$ cat src/rtl/alu_4_bit.sv
// 4-bit registered ALU: eight operations selected by op, result and
// carry/borrow, zero and signed-overflow flags registered one cycle later.
module alu_4_bit (
    input  logic       clk,
    input  logic       rst_n,
    input  logic       in_valid,
    input  logic [3:0] a,
    input  logic [3:0] b,
    input  logic [2:0] op,
    output logic [3:0] result,
    output logic       carry_flag,
    output logic       zero_flag,
    output logic       overflow_flag,
    output logic       out_valid
);

    typedef enum logic [2:0] {
        OP_ADD   = 3'b000,
        OP_SUB   = 3'b001,
        OP_AND   = 3'b010,
        OP_OR    = 3'b011,
        OP_XOR   = 3'b100,
        OP_PASSA = 3'b101,
        OP_PASSB = 3'b110,
        OP_CLEAR = 3'b111
    } op_e;

    op_e        op_sel;
    logic [4:0] sum;
    logic [4:0] diff;
    logic [3:0] nxt_result;
    logic       nxt_carry;
    logic       nxt_overflow;

    assign op_sel = op_e'(op);
    assign sum    = {1'b0, a} + {1'b0, b};
    // Bit 4 of the widened difference is set exactly when a < b (borrow).
    assign diff   = {1'b0, a} - {1'b0, b};

    always_comb begin
        nxt_result   = '0;
        nxt_carry    = 1'b0;
        nxt_overflow = 1'b0;
        case (op_sel)
            OP_ADD: begin
                nxt_result   = sum[3:0];
                nxt_carry    = sum[4];
                nxt_overflow = (a[3] == b[3]) && (sum[3] != a[3]);
            end
            OP_SUB: begin
                nxt_result   = diff[3:0];
                nxt_carry    = diff[4];
                nxt_overflow = (a[3] != b[3]) && (diff[3] != a[3]);
            end
            OP_AND:   nxt_result = a & b;
            OP_OR:    nxt_result = a | b;
            OP_XOR:   nxt_result = a ^ b;
            OP_PASSA: nxt_result = a;
            OP_PASSB: nxt_result = b;
            OP_CLEAR: nxt_result = '0;
            default:  nxt_result = '0;
        endcase
    end

    always_ff @(posedge clk or negedge rst_n) begin
        if (!rst_n) begin
            result        <= '0;
            carry_flag    <= 1'b0;
            zero_flag     <= 1'b1;
            overflow_flag <= 1'b0;
            out_valid     <= 1'b0;
        end else begin
            out_valid <= in_valid;
            if (in_valid) begin
                result        <= nxt_result;
                carry_flag    <= nxt_carry;
                zero_flag     <= (nxt_result == '0);
                overflow_flag <= nxt_overflow;
            end
        end
    end

endmodule

$ cat config.mk
export PLATFORM = sky130hd
export DESIGN_NAME = alu_4_bit
export DESIGN_NICKNAME = d
export VERILOG_FILES = /design/src/rtl/alu_4_bit.sv
export SDC_FILE = /design/constraint.sdc
export NUM_CORES = 1
export LEC_CHECK = 0
export BUFFER_PORTS_ARGS = -buffer_cell sky130_fd_sc_hd__buf_2
export CELL_PAD_IN_SITES_DETAIL_PLACEMENT = 2
export CELL_PAD_IN_SITES_GLOBAL_PLACEMENT = 2
export CORE_ASPECT_RATIO = 0.9
export CORE_MARGIN = 2
export CORE_UTILIZATION = 33
export CTS_CLUSTER_DIAMETER = 40
export DETAILED_ROUTE_END_ITERATION = 8
export PLACE_DENSITY_LB_ADDON = 0.08
export SYNTH_ARGS = -nofsm -noshare
export SYNTH_HDL_FRONTEND = slang
export SYNTH_SLANG_ARGS = --single-unit
$ cat constraint.sdc
create_clock -name clk -period 1.94 [get_ports clk]
set_input_delay 0.388 -clock clk [delete_from_list [all_inputs] [get_ports clk]]
set_output_delay 0.388 -clock clk [all_outputs]
set_load 0.03 [all_outputs]
==> out/results.txt <==
Final routed wire length divided by cell count - 16.7 um
Count of flip-flops with a built-in enable after synthesis - 0
Core Util, Final - 50.4%
Fin cells - 196
Maximum root-to-sink buffer count - 2
Detailed-route vias per instance - 5.03
Share of the clock period used by the worst path - 101%
Violated checks - setup timing
Layout cell share with drive strength beyond 1 - 43.6%
Number of standard-cell rows in the floorplan - 18
Most instantiated library cell after synthesis - sky130_fd_sc_hd__ha_1
Total power per unit cell area - 512 nW/um^2
Setup crit end kind - register
Total track usage - 20.6%
CTS Buf Count - 3
Starting Density - 34.9%
Post-synth top area share - 18.3%
Syn Inst Count - 111
Remaining global-route overflow - 0
Kind of start point of the critical path - input port
Final worst setup slack - -0.0161 ns
Via count of the first global-routing pass - 1054
Vertical die dimension - 55.2 um
I/O Buffers - 21
Worst-case vdd ir drop - 0.180 mV
Worst setup skew after layout - 0 ns
CTS H-tree depth - 1
Cell variety after synth - 44
Ant. Diodes - 0
Final routed wirelength across all metal layers - 3270 um
Total of flip-flops plus latches after synthesis - 8
Maximum number of pins on one net before global-route repair - 16
Time the final worst path needs with I/O delays and setup - 1.96 ns
Endpoints failing setup - 1
Critical path fanouts, max - 2
Final Cell Area - 1380 um^2
First-pass GRT wire length - 4930 um
Sequential area share after synthesis - 21.0%
Total count of hold-check failures in the final report - 0
Tot Pwr - 0.708 mW
Syn-to-layout area delta - 44.2%
# Max-Cap Violations - 0
CTS clock-pin slew for the worst setup and hold paths - 0.06 ns
Post-DP Area - 1290 um^2
Syn nets - 139
Core area - 2750 um^2
Number of design rule violations left after detail routing - 0
Worst slew slack as a fraction of its limit - 75.3%
Antenna-violating nets left - 0
Least-Margin Pin Slew - 0.369 ns
Summed instance area of the synthesized netlist - 960 um^2
Avg Synthesized Cell Area - 8.65 um^2
Minimum setup slack after placement - -0.398 ns
Post-synth top area cell - sky130_fd_sc_hd__dfrtp_1
RSZ-0062 raised after global routing - true
Status - finished with violations
Initial antenna violation count - 0
Clock tree from TritonCTS - done
Detailed-router iteration count before antenna repair - 4
Number of nets in the final layout - 185
HP Class - input port to register
Later-pin clock latency in the skew report - 0.26 ns
Gpl congestion - 0.737
Synth async-reset ratio - 100%
Total I/O pin count - 22
Total clock sinks - 8
Worst Setup Path Type - input port to register
Root buffer selected by CTS - sky130_fd_sc_hd__clkbuf_4
Top cells by count, synth - 12 x sky130_fd_sc_hd__ha_1, 11 x sky130_fd_sc_hd__inv_1, 7 x sky130_fd_sc_hd__dfrtp_1, 7 x sky130_fd_sc_hd__nand2_1, 7 x sky130_fd_sc_hd__nor2_1
Filler instances - 326
Synth warnings - 0
Top area cells in the synthesized netlist - sky130_fd_sc_hd__dfrtp_1 18%, sky130_fd_sc_hd__ha_1 16%, sky130_fd_sc_hd__mux2_2 4.7%
WP data arrival - 2.10 ns
Vias after detailed routing - 986
Achievable frequency - 511 MHz
Leak Pwr - 0.710 nW
Initial DRC Count - 17
CP Data Required Time - 2.08 ns
Overall die width - 60.8 um
Main synth FF type - sky130_fd_sc_hd__dfrtp_1
Number of max-slew violations in the final report - 0
Detailed placement HPWL - 2550 um
Post-placement cell count - 189
Die ar. - 3360 um^2
## layout by cell type, fill, tap and decap left out, types with 2 or more instances in the layout
cell type	n
sky130_fd_sc_hd__buf_2	19
sky130_fd_sc_hd__inv_1	10
sky130_fd_sc_hd__nor2_1	7
sky130_fd_sc_hd__o21ai_1	2
sky130_fd_sc_hd__a21oi_1	2
sky130_fd_sc_hd__xnor2_1	4
sky130_fd_sc_hd__nand2b_1	4
sky130_fd_sc_hd__and3_1	2
sky130_fd_sc_hd__a22oi_1	3
sky130_fd_sc_hd__nand3b_1	2
sky130_fd_sc_hd__clkbuf_4	3
sky130_fd_sc_hd__o21ai_0	5
sky130_fd_sc_hd__buf_4	25
sky130_fd_sc_hd__a2bb2oi_1	2
sky130_fd_sc_hd__mux2_2	3
sky130_fd_sc_hd__dfrtp_1	7
sky130_fd_sc_hd__a21oi_2	2
sky130_fd_sc_hd__nor2b_1	2
sky130_fd_sc_hd__ha_1	11
sky130_fd_sc_hd__nand2_1	6
## where the power goes
group	internal, mW	leakage [nW]	total (mW)	switching, mW
combinational	0.165	0.598	0.361	0.195
sequential	0.189	0.0967	0.202	0.0127
clock	0.0792	0.0150	0.145	0.0662
## cells by family (layout without fill, tap and decap cells)
logic type	after synthesis	after routing	share of synthesized area [%]
AO/OA/AOI/OAI	29	29	23.1
multiplexers	5	5	5.74
buffers and inverters	18	63	7.95
XOR/XNOR	5	5	4.56
flip-flops	8	8	21.0
AND/OR/NAND/NOR	32	32	17.9
adder cells (fa/ha/maj)	14	14	19.8
## worst max-delay path, stage by stage
cell	delay (ns)
sky130_fd_sc_hd__buf_12	0.09
sky130_fd_sc_hd__inv_12	0.03
sky130_fd_sc_hd__ha_4	0.15
sky130_fd_sc_hd__fa_1	0.52
sky130_fd_sc_hd__nand2_2	0.07
sky130_fd_sc_hd__a32o_2	0.26
sky130_fd_sc_hd__a221oi_2	0.19
sky130_fd_sc_hd__mux2i_1	0.14
sky130_fd_sc_hd__mux2_4	0.27
## cell type report
type	instances	area [um^2]	share of cell area, %
Inverter	12	57.6	4.16
Sequential cell	8	201	14.6
Clock buffer	4	26.3	1.90
Tap cell	40	50.0	3.62
Multi-Input combinational cell	85	724	52.4
Timing Repair Buffer	47	324	23.4
## registers in the layout, indices dropped and copies added, names as in the netlist
signal         count
result             4
carry_flag         1
out_valid          1
overflow_flag      1
zero_flag          1
## metrics by stage
stage	hold slack, ns	setup TNS [ns]
floorplan	0.0924	-0.0369
global placement	0.231	-1.13
detailed placement	0.235	-1.55
CTS	0.357	-0.0247
global route	0.367	-0.0665
finish	0.367	-0.0161
## routing by layer
layer  share of wire (%)  wire [um]  GRT usage, %
met2                  55       1790          41.9
met4                 2.4         77          7.25
met3                 2.6         84          1.63
met5                   0          0             0
met1                  40       1320          22.1
## path summary, 6_finish.rpt
path | from | end | slack (ns) | depth (start not counted)
max reg2reg | carry_flag | carry_flag | 1.10 | 2
max | a[0] | result[1] | -0.02 | 9
max in group asynchronous | rst_n | zero_flag | 1.20 | 2
min in group asynchronous | rst_n | result[0] | 0.49 | 2
min reg2reg | result[2] | result[2] | 0.52 | 1
min | in_valid | out_valid | 0.37 | 1
## repair_timing
item / 4_1_cts / 5_1_grt
hold endpoints to repair: 7 / 0
endpoints found under the setup margin: 3 / 2
setup buffers: 0 / 2
pin swaps: 2 / 6
gates resized for setup: 8 / 4
hold buffers: 1 / 0
Power figures use the tool's default switching activity.
